===== config.mk =====
export PLATFORM = sky130hd
export DESIGN_NAME = tx_bus_control
export DESIGN_NICKNAME = d
export VERILOG_FILES = /design/src/rtl/tx_bus_control.sv
export SDC_FILE = /design/constraint.sdc
export NUM_CORES = 1
export LEC_CHECK = 0
export ABC_AREA = 1
export BUFFER_PORTS_ARGS = -buffer_cell sky130_fd_sc_hd__buf_2
export CAP_MARGIN = 20
export CELL_PAD_IN_SITES_DETAIL_PLACEMENT = 0
export CELL_PAD_IN_SITES_GLOBAL_PLACEMENT = 1
export CORE_UTILIZATION = 41
export DETAILED_ROUTE_END_ITERATION = 8
export PLACE_DENSITY_LB_ADDON = 0.1
export SETUP_SLACK_MARGIN = 0.1
export SLEW_MARGIN = 0
export SYNTH_ARGS = -nofsm -noshare
export SYNTH_HDL_FRONTEND = slang
export SYNTH_SLANG_ARGS = --single-unit

===== constraint.sdc =====
create_clock -name clk -period 2.7 [get_ports clk]
set_input_delay 0.405 -clock clk [delete_from_list [all_inputs] [get_ports clk]]
set_output_delay 0.405 -clock clk [all_outputs]
set_load 0.05 [all_outputs]

===== src/rtl/tx_bus_control.sv =====
// rtl/tx_bus_control.sv - builds and sends the response frame for each accepted bus request
// Optional tx_done watchdog enabled by defining TX_TIMEOUT_EN.
module tx_bus_control #(
  parameter logic [7:0]  MASTER_DA   = 8'h00,
  parameter logic [7:0]  ACK_FC      = 8'h60,
  parameter int          PAYLOAD_LEN = 128,
  parameter logic [19:0] TIMEOUT_CYC = 20'd100000
) (
  input  logic        clk,
  input  logic        reset,
  input  logic        ini_done,
  input  logic [2:0]  rack_id,
  input  logic [3:0]  slot_id,
  input  logic        rx_flag,
  input  logic [8:0]  rx_mode,
  input  logic [23:0] rx_addr,
  output logic        lcdub_rden,
  output logic [23:0] lcdub_raddr,
  input  logic [7:0]  lcdub_rdata,
  output logic        tx_buf_wren,
  output logic [10:0] tx_buf_waddr,
  output logic [7:0]  tx_buf_wdata,
  output logic [10:0] tx_len,
  output logic        tx_start,
  input  logic        tx_done,
  output logic        tx_busy,
  output logic        req_drop,
  output logic        tx_timeout_err
);

  typedef enum logic [2:0] {IDLE, WAIT_REQ, HDR, PAYLOAD, STATUS, START, WAIT_DONE} state_t;

  localparam logic [10:0] PLEN      = 11'(PAYLOAD_LEN);
  localparam logic [10:0] FRAME_LEN = 11'(PAYLOAD_LEN + 7);

  state_t      state;
  logic [1:0]  ini_sr, rx_sr;
  logic        ini_rise, rx_rise, in_frame;
  logic [7:0]  sa_q, mode_q, wdata_q, sa_calc;
  logic [23:0] addr_q;
  logic [10:0] cnt;
  logic        pl_wr;
`ifdef TX_TIMEOUT_EN
  logic [19:0] wd_cnt;
`else
  logic        unused_timeout;
  assign unused_timeout = ^TIMEOUT_CYC;
  assign tx_timeout_err = 1'b0;
`endif
  logic        unused_mode;
  assign unused_mode = rx_mode[8];

  assign ini_rise = ini_sr[0] & ~ini_sr[1];
  assign rx_rise  = rx_sr[0] & ~rx_sr[1];
  assign in_frame = (state != IDLE) && (state != WAIT_REQ);
  assign sa_calc  = {5'b0, rack_id} * 8'd14 + 8'd14 - {4'b0, slot_id};

  // Payload bytes come straight from the RAM read port so writes trail reads by one cycle.
  assign tx_buf_wdata = pl_wr ? lcdub_rdata : wdata_q;

  function automatic logic [7:0] hdr_byte(input logic [2:0] idx);
    case (idx)
      3'd1:    hdr_byte = sa_q;
      3'd2:    hdr_byte = ACK_FC;
      3'd3:    hdr_byte = mode_q;
      3'd4:    hdr_byte = addr_q[23:16];
      3'd5:    hdr_byte = addr_q[15:8];
      3'd6:    hdr_byte = addr_q[7:0];
      default: hdr_byte = MASTER_DA;
    endcase
  endfunction

  always_ff @(posedge clk or negedge reset) begin
    if (!reset) begin
      state        <= IDLE;
      ini_sr       <= 2'b00;
      rx_sr        <= 2'b00;
      sa_q         <= 8'h00;
      mode_q       <= 8'h00;
      addr_q       <= 24'h0;
      cnt          <= 11'd0;
      wdata_q      <= 8'h00;
      pl_wr        <= 1'b0;
      lcdub_rden   <= 1'b0;
      lcdub_raddr  <= 24'h0;
      tx_buf_wren  <= 1'b0;
      tx_buf_waddr <= 11'd0;
      tx_len       <= 11'd0;
      tx_start     <= 1'b0;
      tx_busy      <= 1'b0;
      req_drop     <= 1'b0;
`ifdef TX_TIMEOUT_EN
      wd_cnt         <= 20'd0;
      tx_timeout_err <= 1'b0;
`endif
    end else begin
      ini_sr      <= {ini_sr[0], ini_done};
      rx_sr       <= {rx_sr[0], rx_flag};
      tx_buf_wren <= 1'b0;
      lcdub_rden  <= 1'b0;
      pl_wr       <= 1'b0;
      tx_start    <= 1'b0;
      req_drop    <= rx_rise && in_frame;
`ifdef TX_TIMEOUT_EN
      tx_timeout_err <= 1'b0;
`endif
      case (state)
        IDLE: if (ini_rise) begin
          sa_q  <= sa_calc;
          state <= WAIT_REQ;
        end
        WAIT_REQ: if (rx_rise) begin
          mode_q <= rx_mode[7:0];
          addr_q <= rx_addr;
          if (rx_mode[7:0] <= 8'd2) begin
            state        <= HDR;
            tx_busy      <= 1'b1;
            tx_buf_wren  <= 1'b1;
            tx_buf_waddr <= 11'd0;
            wdata_q      <= MASTER_DA;
            cnt          <= 11'd0;
          end
        end
        // cnt is the header byte currently presented on the write port
        HDR: if (cnt != 11'd6) begin
          cnt          <= cnt + 11'd1;
          tx_buf_wren  <= 1'b1;
          tx_buf_waddr <= cnt + 11'd1;
          wdata_q      <= hdr_byte(cnt[2:0] + 3'd1);
        end else if (mode_q < 8'd2) begin
          state       <= PAYLOAD;
          cnt         <= 11'd0;
          lcdub_rden  <= 1'b1;
          lcdub_raddr <= addr_q;
          tx_len      <= FRAME_LEN;
        end else begin
          state        <= STATUS;
          tx_buf_wren  <= 1'b1;
          tx_buf_waddr <= 11'd7;
          wdata_q      <= 8'h00;
          tx_len       <= 11'd8;
        end
        // cnt is the read index presented this cycle; its data is written next cycle
        PAYLOAD: if (cnt == PLEN) begin
          state    <= START;
          tx_start <= 1'b1;
        end else begin
          tx_buf_wren  <= 1'b1;
          pl_wr        <= 1'b1;
          tx_buf_waddr <= 11'd7 + cnt;
          cnt          <= cnt + 11'd1;
          if (cnt + 11'd1 != PLEN) begin
            lcdub_rden  <= 1'b1;
            lcdub_raddr <= addr_q + {13'b0, cnt} + 24'd1;
          end
        end
        STATUS: begin
          state    <= START;
          tx_start <= 1'b1;
        end
        START: begin
          state <= WAIT_DONE;
`ifdef TX_TIMEOUT_EN
          wd_cnt <= 20'd0;
`endif
        end
        WAIT_DONE: if (tx_done) begin
          tx_busy <= 1'b0;
          state   <= WAIT_REQ;
`ifdef TX_TIMEOUT_EN
        end else if (wd_cnt == TIMEOUT_CYC - 20'd1) begin
          tx_timeout_err <= 1'b1;
          tx_busy        <= 1'b0;
          state          <= WAIT_REQ;
        end else begin
          wd_cnt <= wd_cnt + 20'd1;
`endif
        end
        default: state <= IDLE;
      endcase
    end
  end

endmodule

==> results of run 1 <==
[worst paths after layout]
path	start	end	depth (start not counted)
max	rack_id[0]	sa_q[7]	15
min	reset	lcdub_rden	1
max reg2reg	cnt[2]	lcdub_raddr[19]	10
min reg2reg	ini_sr[0]	ini_sr[1]	0
max in group asynchronous	reset	tx_buf_waddr[9]	2
min in group clk	ini_done	ini_sr[0]	1
[area by class of cell]
class	count	area, um^2	area share
repair buffers	134	773	0.0956
flip-flops and latches	109	2730	0.337
clock inverters	3	22.5	0.00278
well taps	220	275	0.0340
inverters	120	450	0.0557
multi-input cells	694	3600	0.445
clock buffers	13	240	0.0297
[flip-flops by register name, indices dropped and copies added, names as in the netlist, 3 cells and up]
name          flops
sa_q              8
cnt              11
mode_q            8
addr_q           24
tx_buf_waddr     11
wdata_q           8
state             3
lcdub_raddr      24
[metal layers]
layer | share of wire | vias to the layer above | track usage
met2 | 0.47 | 162 | 0.378
met4 | 0.0087 | 0 | 0.0433
li1 | - | 3284 | -
met5 | 0 | - | 0
met3 | 0.038 | 12 | 0.0354
met1 | 0.49 | 2907 | 0.314
[critical path, cell delays in order]
cell and delay (ns):
buf_2 0.11, fa_1 0.47, ha_1 0.22, fa_1 0.48, inv_1 0.07, ha_4 0.28
nand2_1 0.04, o21ai_1 0.16, nand2_1 0.10, nand2_1 0.07, nand2_1 0.06, nand2_1 0.06
nand2_1 0.04, nand3_1 0.07, nand2_1 0.05
[where the power goes]
group | internal, uW | switching [uW]
Clock | 629 | 615
Sequential | 2330 | 583
Combinational | 1810 | 4160
Total | 4770 | 5360
[kinds of logic (layout without fill, tap and decap cells)]
group / count (synthesis) / in the layout / synth area share
mux: 12 / 12 / 0.0195
fa+ha+maj: 36 / 36 / 0.0704
buf+inv: 154 / 270 / 0.0958
flops: 109 / 109 / 0.393
simple gates: 503 / 503 / 0.310
xor+xnor: 7 / 7 / 0.00884
compound gates: 129 / 129 / 0.102
other cells: 1 / 7 / 0.000541
[metrics by stage]
step / instance area, um^2 / hold slack (ns) / worst slack, ns / setup TNS [ns]
2_1_floorplan: 6980 / 0.109 / 0.133 / 0
3_3_place_gp: 7820 / 0.357 / -0.0905 / -0.137
3_5_place_dp: 7820 / 0.368 / -0.0980 / -0.177
4_1_cts: 8080 / 0.0941 / 0.282 / 0
5_1_grt: 8090 / 0.121 / 0.107 / 0
6_report: 8090 / 0.0798 / 0.283 / 0
[cells in the mapped netlist (10+ instances only)]
cell        n
o21ai_0    61
dfrtp_1   109
a21oi_1    42
clkbuf_1   10
nand4_1    13
nand2_1   303
nor3_1     10
mux2_2     12
ha_1       31
inv_1     117
nor2_1     67
buf_4      16
nand3_1    83
==> flow_metrics.env, run 1 <==
export IMPL_p_leak_uw=0.00439
export IMPL_drive_gt1_frac=0.171
export IMPL_powerDensity_nw_per_um2=1250
export IMPL_layout_commonest_cell="nand2_1"
export IMPL_synth_top_area_cell="dfrtp_1"
export IMPL_path_max_fanout=4
export IMPL_synthFlopType="dfrtp_1"
export IMPL_via_per_inst=4.92
export IMPL_wire_per_inst_um=14.8
export IMPL_stdcell_count=1293
export IMPL_cts_tree="yes"
export IMPL_grt_pass1_vias=5980
export IMPL_wl_um=19100
export IMPL_final_core_util=0.490
export IMPL_outcome="finished, final reports clean"
export IMPL_cts_root_buf="clkbuf_16"
export IMPL_row_count=47
export IMPL_ctsHoldBuffers=0
export IMPL_slew_violations=0
export IMPL_via_count=6365
export IMPL_cts_resized=0
export IMPL_routabilityCongestion=0.866
export IMPL_synth_edf_count=0
export IMPL_rsz0062_at_grt="no"
export IMPL_syn_inst=951
export IMPL_cp_required_ns=2.95
export IMPL_nNetsFinal=1157
export IMPL_start_kind="input pin"
export IMPL_fillers=1723
export IMPL_area_growth_syn_to_layout_pct=16.7
export IMPL_core_area_um2=16500
export IMPL_ir_worst_vdd_mv=0.748
export IMPL_cts_setup_buffers=0
export IMPL_synth_avg_cell_area_um2=7.29
export IMPL_power_uw=10100
export IMPL_setup_viol=0
export IMPL_clk_pin_slew_ns=0.07
export IMPL_grt_pass1_wl_um=31000
export IMPL_min_period_over_period=0.895
export IMPL_cts_buffer_depth=2
export IMPL_dieArea_um2=17400
export IMPL_synthTopCellsByArea="dfrtp_1 (39%), nand2_1 (16%), inv_1 (6.3%), nand3_1 (6.0%), ha_1 (5.6%)"
export IMPL_layout_common_cells="nand2_1 (302), inv_1 (117), dfrtp_1 (109)"
export IMPL_clkSinkCount=109
export IMPL_drc=0
export IMPL_holdCritPathClass="in2async"
export IMPL_grt_total_usage=0.227
export IMPL_finalHoldViolations=0
export IMPL_drv_cap=0
export IMPL_drtIter0Drc=422
export IMPL_finClkSkew_ns=0.0122
export IMPL_overflow=0
export IMPL_die_w_um=132
export IMPL_grt_start_max_net_pins=61
export IMPL_io_pins=113
export IMPL_ys_async_sr_fraction=1.00
export IMPL_synth_cell_types=47
export IMPL_clk_latency_ns=0.36
export IMPL_synth_top_area_frac=0.393
export IMPL_seq_area_frac_synth=0.393
export IMPL_syn_area_um2=6940
export IMPL_cp_arrival_ns=2.67
export IMPL_dp_cells=1277
export IMPL_cp_end_kind="flop"
export IMPL_dpl_hpwl_um=15000
export IMPL_die_h_um=132
export IMPL_reg2reg_slack_ns=0.35
export IMPL_cts_buffers=9
export IMPL_slew_headroom=0.540
export IMPL_firstDrtPassIters=5
export IMPL_ant_nets=0
export IMPL_port_buffers=104
export IMPL_synth_seq_cells=109
export IMPL_crit_type="in2reg"
export IMPL_antenna_found_initial=0
export IMPL_ctsHtreeMaxLevel=3
export IMPL_synth_warnings=0
export IMPL_worst_pin_slew_ns=0.685
export IMPL_start_util=0.420
export IMPL_antenna_cells=0
export IMPL_fmax_mhz=414
export IMPL_period_minus_slack_ns=2.42
(Power assumes the default switching activity.)
==> inputs of run 2 (changes only) <==
--- a/config.mk
+++ b/config.mk
@@ -10,6 +10,7 @@
 export CAP_MARGIN = 20
 export CELL_PAD_IN_SITES_DETAIL_PLACEMENT = 0
 export CELL_PAD_IN_SITES_GLOBAL_PLACEMENT = 1
+export CORE_ASPECT_RATIO = 0.7
 export CORE_UTILIZATION = 41
 export DETAILED_ROUTE_END_ITERATION = 8
 export PLACE_DENSITY_LB_ADDON = 0.1
==> flow_metrics.env, run 2 (synthesized netlist as in run 1, its figures left out) <==
export IMPL_wl_um=19400
export IMPL_cp_required_ns=2.95
export IMPL_io_pins=113
export IMPL_drive_gt1_frac=0.179
export IMPL_drc=0
export IMPL_timing_hold_ws_ns=0.150
export IMPL_die_w_um=157
export IMPL_outcome="finished, final reports clean"
export IMPL_cp_end_kind="flop"
export IMPL_crit_slowest_cell="fa_1"
export IMPL_layout_commonest_cell="nand2_1"
export IMPL_finClkSkew_ns=0.0130
export IMPL_grt_start_max_net_pins=61
export IMPL_path_cells="buf_2 > fa_1 > ha_2 > fa_1 > inv_2 > ha_4 > nand2_2 > o21ai_2 > nand2_1 > nand2_1 > nand2_1 > nand2_1 > nand2_1 > nand3_2 > nand2_1"
export IMPL_grt_total_usage=0.234
export IMPL_cp_arrival_ns=2.67
export IMPL_nNetsFinal=1155
export IMPL_grtUsageMet3=0.0360
export IMPL_ir_worst_vdd_mv=0.691
export IMPL_critical_path_most_common_cell="nand2_1"
export IMPL_layout_common_cells="nand2_1 (300), inv_1 (116), dfrtp_1 (108)"
export IMPL_slew_violations=0
export IMPL_antenna_found_initial=0
export IMPL_finalHoldViolations=0
export IMPL_min_period_over_period=0.897
export IMPL_setup_viol=0
export IMPL_placed_area_um2=7800
export IMPL_firstDrtPassIters=5
export IMPL_area_growth_syn_to_layout_pct=17.8
export IMPL_min_delay_start="rx_flag"
export IMPL_drv_cap=0
export IMPL_layout_area_seq_um2=2730
export IMPL_fillers=1687
export IMPL_antenna_cells=0
export IMPL_cts_tree="yes"
export IMPL_grt_pass1_vias=5930
export IMPL_wire_per_inst_um=15.0
export IMPL_period_minus_slack_ns=2.42
export IMPL_dpl_hpwl_um=15200
export IMPL_row_count=39
export IMPL_grt_pass1_wl_um=31500
export IMPL_busiest_layer="met1"
export IMPL_multi_input_area_um2=3620
export IMPL_dieArea_um2=17400
export IMPL_start_kind="input pin"
export IMPL_die_h_um=111
export IMPL_core_area_um2=16400
export IMPL_drtIter0Drc=556
export IMPL_fin_area_um2=8170
export IMPL_crit_start="rack_id[1]"
export IMPL_critPathMaxStageDelay_ns=0.50
export IMPL_global_route_usage_met1=0.378
export IMPL_powerDensity_nw_per_um2=1270
export IMPL_worst_pin_slew_ns=0.664
export IMPL_via_per_inst=4.95
export IMPL_overflow=0
export IMPL_p_leak_uw=0.00442
export IMPL_final_core_util=0.497
export IMPL_grtUsageMet2=0.319
export IMPL_cts_root_buf="clkbuf_16"
export IMPL_fmax_mhz=413
export IMPL_ant_nets=0
export IMPL_slew_headroom=0.554
export IMPL_ctsHtreeMaxLevel=3
export IMPL_clk_latency_ns=0.37
export IMPL_regToRegStartpoint="cnt[0]"
export IMPL_cts_buffers=9
export IMPL_cts_buffer_depth=2
export IMPL_rsz0062_at_grt="no"
export IMPL_via_count=6416
export IMPL_path_max_fanout=4
export IMPL_routabilityCongestion=0.892
export IMPL_holdCritPathClass="in2reg"
export IMPL_clkSinkCount=109
export IMPL_top_regs="addr_q (24), lcdub_raddr (24)"
export IMPL_clk_pin_slew_ns=0.07
export IMPL_crit_type="in2reg"
export IMPL_start_util=0.422
export IMPL_port_buffers=104
## run 2: cell count changes in the layout (fill, tap and decap cells not counted), sizes merged
cell / before / now
clkinvlp: 3 / 0
clkinv: 1 / 3
dlygate4sd3: 0 / 1
bufinv: 0 / 2
inv: 119 / 120
clkbuf: 13 / 11
buf: 134 / 131
## run 2: layout make-up
class                   instances  share of cell area
clock buffers                  11              0.0297
clock inverters                 5              0.0101
inverters                     120              0.0551
multi-input cells             694               0.443
flip-flops and latches        109               0.334
well taps                     225              0.0344
repair buffers                132              0.0938
## run 2: repair_timing
| item | 4_1_cts | 5_1_grt |
|---|---|---|
| endpoints found under the hold margin | 20 | 0 |
| setup endpoints to repair | 0 | 26 |
| hold buffers | 1 | 0 |
| resized for setup | 0 | 12 |
| buffers inserted | 0 | 1 |
## run 2: metal layers
layer  part of all wire  vias up
met5                  0        -
met2               0.39      179
met4              0.010        0
li1                   -     3289
met3              0.052       13
met1               0.54     2935
## run 2: path summary, 6_finish.rpt
check | depth (start not counted) | slack [ns] | to
setup / recovery | 15 | 0.28 | sa_q[7]
hold / removal | 1 | 0.15 | rx_sr[0]
setup reg to reg | 13 | 0.36 | lcdub_raddr[20]
hold reg to reg | 0 | 0.38 | ini_sr[1]
max in group asynchronous | 3 | 1.62 | addr_q[14]
min in group asynchronous | 2 | 0.47 | lcdub_raddr[17]
## run 2: power breakdown
group	total, uW	switching, uW	internal [uW]	leakage, uW
Sequential	2980	652	2330	0.00136
Combinational	5880	4110	1770	0.00291
Clock	1480	639	844	0.000160
Total	10300	5410	4940	0.00442
## run 2: critical path: cells and delay by family
family                     cells  cell delay (ns)
adders and majority gates      4             1.46
buffers and inverters          2             0.17
and+or+nand+nor                8             0.48
AOI/OAI and AO/OA              1             0.14
## run 2: metrics by stage
stage / setup slack [ns] / cells / TNS, ns / total power (uW)
after floorplan: 0.133 / 957 / 0 / 7220
after global placement: -0.132 / 1278 / -0.260 / 8840
after detailed placement: -0.141 / 1278 / -0.275 / 8830
after CTS: 0.230 / 1295 / 0 / 10300
after global routing: 0.0912 / 1296 / 0 / 11200
final: 0.279 / 1296 / 0 / 10300
==> inputs of run 3 (changes only) <==
--- a/config.mk
+++ b/config.mk
@@ -13,7 +13,7 @@
 export CORE_ASPECT_RATIO = 0.7
 export CORE_UTILIZATION = 41
 export DETAILED_ROUTE_END_ITERATION = 8
-export PLACE_DENSITY_LB_ADDON = 0.1
+export PLACE_DENSITY = 0.88
 export SETUP_SLACK_MARGIN = 0.1
 export SLEW_MARGIN = 0
 export SYNTH_ARGS = -nofsm -noshare
==> flow_metrics.env, run 3 (synthesized netlist as in run 1, its figures left out) <==
export IMPL_layout_common_cells="nand2_1 (302), inv_1 (117), dfrtp_1 (108)"
export IMPL_p_sw_frac=0.532
export IMPL_cts_buffers=9
export IMPL_p_leak_uw=0.00442
export IMPL_setup_viol=0
export IMPL_finClkSkew_ns=0.00748
export IMPL_path_max_fanout=4
export IMPL_drtIter0Drc=530
export IMPL_power_switching_uw=5480
export IMPL_overflow=0
export IMPL_power_uw=10300
export IMPL_min_period_over_period=0.916
export IMPL_worst_pin_slew_ns=0.695
export IMPL_area_growth_syn_to_layout_pct=17.3
export IMPL_die_w_um=157
export IMPL_antenna_cells=0
export IMPL_clkSinkCount=109
export IMPL_finalHoldViolations=0
export IMPL_slew_violations=0
export IMPL_clk_latency_ns=0.35
export IMPL_antenna_found_initial=0
export IMPL_cp_end_kind="flop"
export IMPL_drv_cap=0
export IMPL_grt_pass1_vias=6043
export IMPL_grt_start_max_net_pins=53
export IMPL_period_minus_slack_ns=2.47
export IMPL_placed_area_um2=7810
export IMPL_ctsHtreeMaxLevel=3
export IMPL_grt_total_usage=0.234
export IMPL_stdcell_count=1298
export IMPL_ctsHoldBuffers=0
export IMPL_cts_root_buf="clkbuf_16"
export IMPL_cts_tree="yes"
export IMPL_cp_arrival_ns=2.72
export IMPL_crit_type="in2reg"
export IMPL_timing_hold_ws_ns=0.101
export IMPL_outcome="finished, final reports clean"
export IMPL_nNetsFinal=1157
export IMPL_ant_nets=0
export IMPL_cts_buffer_depth=2
export IMPL_dp_cells=1282
export IMPL_dieArea_um2=17400
export IMPL_routabilityCongestion=0.898
export IMPL_start_util=0.422
export IMPL_pwr_share_seq=0.286
export IMPL_drc=0
export IMPL_via_per_inst=5.02
export IMPL_dpl_hpwl_um=15200
export IMPL_via_count=6510
export IMPL_clk_pin_slew_ns=0.08
export IMPL_grt_pass1_wl_um=31800
export IMPL_fillers=1709
export IMPL_io_pins=113
export IMPL_layout_commonest_cell="nand2_1"
export IMPL_fmax_mhz=405
export IMPL_fin_area_um2=8130
export IMPL_rsz0062_at_grt="yes"
export IMPL_die_h_um=111
export IMPL_power_share_clock=0.135
export IMPL_cp_required_ns=2.94
export IMPL_port_buffers=104
export IMPL_start_kind="input pin"
export IMPL_firstDrtPassIters=5
export IMPL_top_regs="addr_q (24), lcdub_raddr (24)"
export IMPL_p_int_uw=4830
export IMPL_drive_gt1_frac=0.178
export IMPL_wire_per_inst_um=14.9
export IMPL_core_area_um2=16400
export IMPL_wl_um=19300
export IMPL_row_count=39
export IMPL_p_comb_frac=0.579
export IMPL_holdCritPathClass="in2async"
export IMPL_ir_worst_vdd_mv=0.823
export IMPL_slew_headroom=0.537
export IMPL_powerDensity_nw_per_um2=1270
==> run 3: changes by cell type in the layout (fill, tap and decap cells not counted), sizes merged <==
cell / previous run / this run
buf: 131 / 134
clkinv: 3 / 4
dlygate4sd3: 1 / 0
bufinv: 2 / 1
inv: 120 / 122
clkbuf: 11 / 9
==> run 3: timing repair <==
| action | CTS | global route |
|---|---|---|
| endpoints found under the setup margin | 0 | 18 |
| resized for setup | 0 | 5 |
| setup buffers | 0 | 0 |
==> run 3: final cells by class <==
| type | count | area, um^2 | share of cell area |
|---|---|---|---|
| multi-input cells | 694 | 3610 | 0.443 |
| inverters | 120 | 450 | 0.0554 |
| well taps | 225 | 282 | 0.0346 |
| clock inverters | 7 | 81.3 | 0.0100 |
| repair buffers | 134 | 761 | 0.0935 |
| clock buffers | 9 | 225 | 0.0277 |
| flip-flops and latches | 109 | 2730 | 0.335 |
==> run 3: worst paths after layout <==
check | startpoint | endpoint | slack (ns) | depth (start not counted)
hold reg to reg | rx_sr[0] | rx_sr[1] | 0.39 | 0
max in group asynchronous | reset | state[1] | 1.91 | 2
hold / removal | reset | lcdub_raddr[18] | 0.10 | 1
setup reg to reg | cnt[6] | lcdub_raddr[19] | 0.35 | 12
setup / recovery | rack_id[0] | sa_q[7] | 0.23 | 14
min in group clk | ini_done | ini_sr[0] | 0.16 | 1
==> run 3: worst max-delay path, stage by stage <==
cell	delay, ns
buf_2	0.12
fa_1	0.56
ha_2	0.19
fa_1	0.40
inv_1	0.12
ha_4	0.22
a21oi_1	0.17
o21ai_2	0.10
nand2_1	0.09
nand2_1	0.05
nand2_1	0.07
nand3b_1	0.08
nand3_1	0.08
nand2_1	0.05
==> run 3: routing by layer <==
metal	track usage	part of all wire	vias to the layer above
met1	0.377	0.52	2991
met5	0	0	-
met4	0.0382	0.0084	0
met3	0.0360	0.061	16
met2	0.328	0.41	217
li1	-	-	3286
==> run 3: stage by stage <==
stage          utilization  worst slack, ns  setup TNS (ns)
2_1_floorplan            -            0.133               0
3_3_place_gp         0.475           -0.121          -0.228
3_5_place_dp         0.475           -0.173          -0.357
4_1_cts              0.494            0.186               0
5_1_grt              0.495           0.0421               0
6_report             0.495            0.228               0
==> run 3: power by group through the flow <==
stage               Sequential [uW]  Clock, uW  Combinational (uW)
floorplan                      3690          0                3520
global placement               2950          0                5860
detailed placement             2960          0                5900
CTS                            2940       1420                5930
global route                   3050       1470                6660
finish                         2950       1390                5980
